$ cat config.mk
export PLATFORM = sky130hd
export DESIGN_NAME = fifo_packetizer_flat
export DESIGN_NICKNAME = d
export VERILOG_FILES = /design/src/rtl/fifo_packetizer_if.sv /design/src/rtl/fifo_packetizer.sv /design/src/flat_wrapper.sv
export SDC_FILE = /design/constraint.sdc
export NUM_CORES = 1
export LEC_CHECK = 0
export BUFFER_PORTS_ARGS = -buffer_cell sky130_fd_sc_hd__buf_2
export CORE_UTILIZATION = 50
export DETAILED_ROUTE_END_ITERATION = 7
export PLACE_DENSITY_LB_ADDON = 0.1
export SETUP_SLACK_MARGIN = 0.02
export SLEW_MARGIN = 20
export SYNTH_ARGS = -nofsm -noshare
export SYNTH_HDL_FRONTEND = slang
export SYNTH_SLANG_ARGS = --single-unit
$ cat constraint.sdc
create_clock -name clk -period 2.7 [get_ports clk]
set_input_delay 0.405 -clock clk [delete_from_list [all_inputs] [get_ports clk]]
set_output_delay 0.405 -clock clk [all_outputs]
set_load 0.02 [all_outputs]
$ cat src/rtl/fifo_packetizer_if.sv
// Handshake bundle for fifo_packetizer: FWFT FIFO read port plus the outbound framed stream.
// master = packetizer side, slave = FIFO/downstream environment side.
interface fifo_packetizer_if #(
    parameter int unsigned DATA_WIDTH = 8,
    parameter int unsigned ADDR_WIDTH = 4
);
    logic                  fifo_rd_en;
    logic [DATA_WIDTH-1:0] fifo_rd_data;
    logic                  fifo_empty;
    logic [ADDR_WIDTH:0]   fifo_count;

    logic                  m_valid;
    logic                  m_ready;
    logic [DATA_WIDTH-1:0] m_data;
    logic                  m_first;
    logic                  m_last;

    modport master (
        output fifo_rd_en, m_valid, m_data, m_first, m_last,
        input  fifo_rd_data, fifo_empty, fifo_count, m_ready
    );

    modport slave (
        input  fifo_rd_en, m_valid, m_data, m_first, m_last,
        output fifo_rd_data, fifo_empty, fifo_count, m_ready
    );
endinterface

$ cat src/rtl/fifo_packetizer.sv
// Drains a FWFT FIFO into framed packets: length header, 1..PKT_LEN payload beats,
// two's-complement checksum trailer. Short packets are flushed after an idle timeout.
module fifo_packetizer #(
    parameter int unsigned DATA_WIDTH = 8,
    parameter int unsigned FIFO_DEPTH = 16,
    parameter int unsigned ADDR_WIDTH = $clog2(FIFO_DEPTH),
    parameter int unsigned PKT_LEN    = 8,
    parameter int unsigned TIMEOUT    = 32
) (
    input  logic              clk,
    input  logic              rst,
    fifo_packetizer_if.master bus,
    output logic [15:0]       pkt_count,
    output logic              busy
);
    localparam int unsigned CW = ADDR_WIDTH + 1;
    localparam int unsigned TW = $clog2(TIMEOUT + 1);
    // Clamp so the full-packet threshold is always reachable by the FIFO occupancy.
    localparam int unsigned PktLenEff = (PKT_LEN > FIFO_DEPTH) ? FIFO_DEPTH : PKT_LEN;
    localparam logic [CW-1:0] PktLenC  = CW'(PktLenEff);
    localparam logic [TW-1:0] TimeoutC = TW'(TIMEOUT);

    typedef enum logic [1:0] {StIdle, StHeader, StPayload, StTrailer} state_e;

    state_e                state_q;
    logic [TW-1:0]         timer_q;
    logic [CW-1:0]         len_q;
    logic [CW-1:0]         idx_q;
    logic [DATA_WIDTH-1:0] csum_q;
    logic [DATA_WIDTH-1:0] hold_q;
    logic [15:0]           pkt_count_q;
    logic                  valid_q;
    logic                  first_q;
    logic                  last_q;
    logic                  busy_q;

    logic                  in_payload;
    logic                  xfer;
    logic                  start_full;
    logic                  start_tmo;
    logic [DATA_WIDTH-1:0] csum_nxt;

    assign in_payload = (state_q == StPayload);

    // Payload validity follows the FIFO head; header/trailer validity is registered.
    assign bus.m_valid    = !rst && (in_payload ? !bus.fifo_empty : valid_q);
    assign bus.m_data     = in_payload ? bus.fifo_rd_data : hold_q;
    assign bus.m_first    = first_q;
    assign bus.m_last     = last_q;
    assign xfer           = bus.m_valid && bus.m_ready;
    assign bus.fifo_rd_en = xfer && in_payload;

    assign start_full = (bus.fifo_count >= PktLenC);
    assign start_tmo  = (timer_q == TimeoutC);
    assign csum_nxt   = csum_q + bus.fifo_rd_data;

    assign pkt_count = pkt_count_q;
    assign busy      = busy_q;

    always_ff @(posedge clk) begin
        if (rst) begin
            state_q     <= StIdle;
            timer_q     <= '0;
            len_q       <= '0;
            idx_q       <= '0;
            csum_q      <= '0;
            hold_q      <= '0;
            pkt_count_q <= '0;
            valid_q     <= 1'b0;
            first_q     <= 1'b0;
            last_q      <= 1'b0;
            busy_q      <= 1'b0;
        end else begin
            unique case (state_q)
                StIdle: begin
                    if (start_full || start_tmo) begin
                        len_q   <= start_full ? PktLenC : bus.fifo_count;
                        hold_q  <= start_full ? DATA_WIDTH'(PktLenC)
                                              : DATA_WIDTH'(bus.fifo_count);
                        timer_q <= '0;
                        valid_q <= 1'b1;
                        first_q <= 1'b1;
                        busy_q  <= 1'b1;
                        state_q <= StHeader;
                    end else if (bus.fifo_count != '0) begin
                        // Leaves IDLE at TimeoutC, so this never runs past it.
                        timer_q <= timer_q + TW'(1);
                    end else begin
                        timer_q <= '0;
                    end
                end
                StHeader: begin
                    if (xfer) begin
                        csum_q  <= hold_q;
                        idx_q   <= '0;
                        first_q <= 1'b0;
                        state_q <= StPayload;
                    end
                end
                StPayload: begin
                    if (xfer) begin
                        csum_q <= csum_nxt;
                        idx_q  <= idx_q + CW'(1);
                        if (idx_q == len_q - CW'(1)) begin
                            hold_q  <= ~csum_nxt + DATA_WIDTH'(1);
                            last_q  <= 1'b1;
                            state_q <= StTrailer;
                        end
                    end
                end
                StTrailer: begin
                    if (xfer) begin
                        pkt_count_q <= pkt_count_q + 16'd1;
                        valid_q     <= 1'b0;
                        last_q      <= 1'b0;
                        busy_q      <= 1'b0;
                        state_q     <= StIdle;
                    end
                end
                default: state_q <= StIdle;
            endcase
        end
    end
endmodule

$ cat src/flat_wrapper.sv
// flat-port wrapper written by rule: the top's interface ports become plain ports
module fifo_packetizer_flat 
#(
    parameter int unsigned DATA_WIDTH = 8,
    parameter int unsigned FIFO_DEPTH = 16,
    parameter int unsigned ADDR_WIDTH = $clog2(FIFO_DEPTH),
    parameter int unsigned PKT_LEN    = 8,
    parameter int unsigned TIMEOUT    = 32
)
  (clk, rst, pkt_count, busy, bus_fifo_rd_en, bus_m_valid, bus_m_data, bus_m_first, bus_m_last, bus_fifo_rd_data, bus_fifo_empty, bus_fifo_count, bus_m_ready);
  fifo_packetizer_if #(.DATA_WIDTH(DATA_WIDTH), .ADDR_WIDTH(ADDR_WIDTH)) bus_i ();
  input  logic clk;
  input  logic rst;
  output logic [15:0] pkt_count;
  output logic busy;
  output wire logic [$bits(bus_i.fifo_rd_en)-1:0] bus_fifo_rd_en;
  output wire logic [$bits(bus_i.m_valid)-1:0] bus_m_valid;
  output wire logic [$bits(bus_i.m_data)-1:0] bus_m_data;
  output wire logic [$bits(bus_i.m_first)-1:0] bus_m_first;
  output wire logic [$bits(bus_i.m_last)-1:0] bus_m_last;
  input wire logic [$bits(bus_i.fifo_rd_data)-1:0] bus_fifo_rd_data;
  input wire logic [$bits(bus_i.fifo_empty)-1:0] bus_fifo_empty;
  input wire logic [$bits(bus_i.fifo_count)-1:0] bus_fifo_count;
  input wire logic [$bits(bus_i.m_ready)-1:0] bus_m_ready;
  assign bus_fifo_rd_en = bus_i.fifo_rd_en;
  assign bus_m_valid = bus_i.m_valid;
  assign bus_m_data = bus_i.m_data;
  assign bus_m_first = bus_i.m_first;
  assign bus_m_last = bus_i.m_last;
  assign bus_i.fifo_rd_data = bus_fifo_rd_data;
  assign bus_i.fifo_empty = bus_fifo_empty;
  assign bus_i.fifo_count = bus_fifo_count;
  assign bus_i.m_ready = bus_m_ready;
  fifo_packetizer #(.DATA_WIDTH(DATA_WIDTH), .FIFO_DEPTH(FIFO_DEPTH), .ADDR_WIDTH(ADDR_WIDTH), .PKT_LEN(PKT_LEN), .TIMEOUT(TIMEOUT)) u_core (.clk(clk), .rst(rst), .bus(bus_i), .pkt_count(pkt_count), .busy(busy));
endmodule
==> results.json <==
{
  "drc": 0,
  "drt_pre_antenna_iters": 6,
  "fin_crit_sh_pct": 91.9,
  "cts_setup_buffers": 0,
  "async_flop_share_pct": 0,
  "antenna_found_initial": 0,
  "cts_tree": "done",
  "drive_gt1_share_pct": 19.7,
  "cts-resized-gates": 0,
  "ant_nets": 0,
  "drv_slew": 0,
  "cts.path.max_buffers": 2,
  "vias_per_cell": 5.59,
  "crit_top_cell": "inv_1",
  "peakVddDrop_mv": 0.409,
  "start_util_pct": 53.3,
  "cp_slowest_cell": "dfxtp_1",
  "grt_pass1_vias": 2697,
  "grt_use_total_pct": 23.0,
  "yosysSeqAreaShare_pct": 32.8,
  "ys.flop_type": "dfxtp_1",
  "layout_min_cycle_time_ns": 2.48,
  "holdBufCountCts": 0,
  "arrival_ns": 2.08,
  "cp.buffers_inverters": 3,
  "synthToLayoutAreaGrowth_pct": 11.6,
  "hold_viol_final": 0,
  "portBuffers": 45,
  "cpLargestDelayFamily": "buffers and inverters",
  "first_iter_violations": 152,
  "clock-root-buffer": "clkbuf_8",
  "place_hpwl_mm": 5.19,
  "rows": 28,
  "cts_made_buffers": 5,
  "multi_input_area_um2": 2030,
  "die-width_um": 82.4,
  "start_kind": "flop",
  "cts.clk_slew.worst_paths_ns": 0.10,
  "relSlewSlack_pct": 60.4,
  "path_max_fanout": 7,
  "setup_tns_ns": 0,
  "crit_required_ns": 2.30,
  "clk-insertion-delay-late_ns": 0.32,
  "register_area_um2": 1060,
  "synthesis.nets": 425,
  "synth.distinct_cells": 58,
  "syn_area_um2": 3230,
  "detail_route.wl_per_cell_um": 14.0,
  "finalNetCount": 465,
  "gp_congestion": 0.763,
  "worstSetupPathType": "reg2out",
  "slowest_delay_ns": 0.40,
  "whs_ns": 0.480,
  "synthCells": 390,
  "worst_pin_slew_ns": 0.593,
  "p_leak_nw": 1.44,
  "die_area_um2": 6790,
  "clock_sinks": 53,
  "ys_ff_latch": 53,
  "finClkSkew_ns": 0.00538,
  "path_cells": "inv_1 -> ha_1 -> nor2b_2 -> o21a_2 -> nand2_1 -> inv_1 -> buf_2",
  "io_pins": 46,
  "fmax_ghz": 0.403,
  "power_density_nw_per_um2": 706,
  "status": "complete, no violations",
  "core_um2": 6060,
  "grt_max_degree": 47,
  "vias": 2831,
  "worstSetupEndpointType": "primary output",
  "final-setup-viol-count": 0,
  "rsz0062_at_grt": "false",
  "die_h_um": 82.4,
  "synth_area_per_cell_um2": 8.28,
  "totalWireLength_mm": 7.10,
  "grt_pass1_wl_mm": 12.0,
  "worstHoldPathType": "in2reg",
  "n_antenna_cell": 0,
  "nFillCells": 569,
  "cts.htree.levels": 2,
  "drv_cap": 0,
  "yosys_warnings": 0,
  "synth-edff-count": 0,
  "globalRouteOverflowTotal": 0
}
-- report_power, final --
part,internal [W],switching (W)
clock network,0.000189,0.000297
logic,0.000430,0.000697
registers,0.000860,0.0000708
-- layout make-up --
class | count | share of cell area, %
Multi-Input combinational cell | 302 | 56.3
Sequential cell | 53 | 29.4
Timing Repair Buffer | 49 | 7.08
Tap cell | 75 | 2.60
Inverter | 19 | 1.98
Clock buffer | 5 | 1.91
Clock inverter | 3 | 0.729
-- synthesized netlist by cell type, types with 4 or more instances --
cell type / count / area (µm²)
a211oi_1: 4 / 30.0
a211oi_2: 4 / 50.1
a21oi_1: 28 / 140
a31oi_1: 4 / 25.0
and3_1: 7 / 43.8
buf_2: 5 / 25.0
clkbuf_1: 10 / 37.5
dfxtp_1: 53 / 1060
ha_1: 17 / 213
inv_1: 19 / 71.3
mux2_2: 5 / 56.3
nand2_1: 27 / 101
nand3_1: 14 / 70.1
nand4_1: 6 / 37.5
nor2_1: 61 / 229
nor2b_1: 4 / 25.0
nor3_1: 10 / 50.1
o21a_1: 7 / 52.6
o21ai_0: 20 / 100
or3_1: 5 / 31.3
xnor2_1: 13 / 114
xor2_1: 15 / 131
-- final timing paths --
path                startpoint               end  slack, ns  depth (start not counted)
max          u_core.state_q[0]    bus_fifo_rd_en       0.22                          7
min          bus_fifo_count[1]   u_core.len_q[1]       0.48                          5
max reg2reg   u_core.csum_q[0]  u_core.hold_q[7]       0.40                          8
min reg2reg   u_core.hold_q[6]  u_core.hold_q[6]       0.49                          2
-- cells by family (layout without fill, tap and decap cells) --
group                    Yosys count  in the layout  share of synthesized area (%)
XOR/XNOR                          29             29                           8.09
AND/OR/NAND/NOR                  151            151                           23.5
AO/OA/AOI/OAI                     96             96                           21.3
flip-flops                        53             53                           32.8
buffers and inverters             35             76                           4.38
adder cells (fa/ha/maj)           18             18                           7.20
multiplexers                       8              8                           2.67
-- per-stage QoR --
stage / util, % / power [W] / worst slack (ns) / area (µm²) / instances
after floorplan: - / 0.00182 / 0.474 / 3230 / 390
after global placement: 57.9 / 0.00205 / 0.241 / 3510 / 498
after global routing: 59.5 / 0.00271 / 0.101 / 3600 / 506
after CTS: 59.5 / 0.00255 / 0.216 / 3600 / 506
final: 59.5 / 0.00254 / 0.218 / 3600 / 506
after detailed placement: 57.9 / 0.00207 / 0.216 / 3510 / 498
-- cell usage in the layout, fill, tap and decap left out, drive strengths merged, types with 3 or more instances in the layout --
master,instances
inv,20
and3,7
a211oi,8
nand4,7
o31ai,3
ha,17
a22oi,3
clkbuf,5
nor2b,5
nor2,62
nor4,3
o211ai,3
dfxtp,53
mux2i,3
xnor2,14
a21oi,28
a311oi,4
nor3,11
o21a,8
or3,5
a31oi,5
o2111ai,3
o21ai,21
nand2b,4
nand3,14
nand2,27
buf,49
mux2,5
xor2,15
-- state kept, by name, summed over array words and instances (netlist names), 2 cells and up --
| register | flops |
|---|---|
| u_core.csum_q | 8 |
| u_core.hold_q | 8 |
| u_core.idx_q | 5 |
| u_core.len_q | 5 |
| u_core.pkt_count | 16 |
| u_core.state_q | 2 |
| u_core.timer_q | 6 |
-- metal layers --
| layer | GRT usage, % | wire [µm] | vias up | share of wire, % |
|---|---|---|---|---|
| met4 | 7.02 | 72 | 0 | 1.0 |
| li1 | - | - | 1454 | - |
| met2 | 38.4 | 3260 | 57 | 46 |
| met3 | 3.74 | 265 | 7 | 3.7 |
| met1 | 30.1 | 3510 | 1313 | 49 |
| met5 | 0 | 0 | - | 0 |
-- worst reg2reg max path, cell delays in order, from the launching register on --
cell      delay, ns
dfxtp_1        0.33
ha_1           0.23
fa_1           0.41
and3_1         0.19
nor3_1         0.31
o221ai_1       0.22
nor3_1         0.22
xor2_1         0.20
o32ai_2        0.09
No activity file was read; power rests on OpenSTA's default activity.
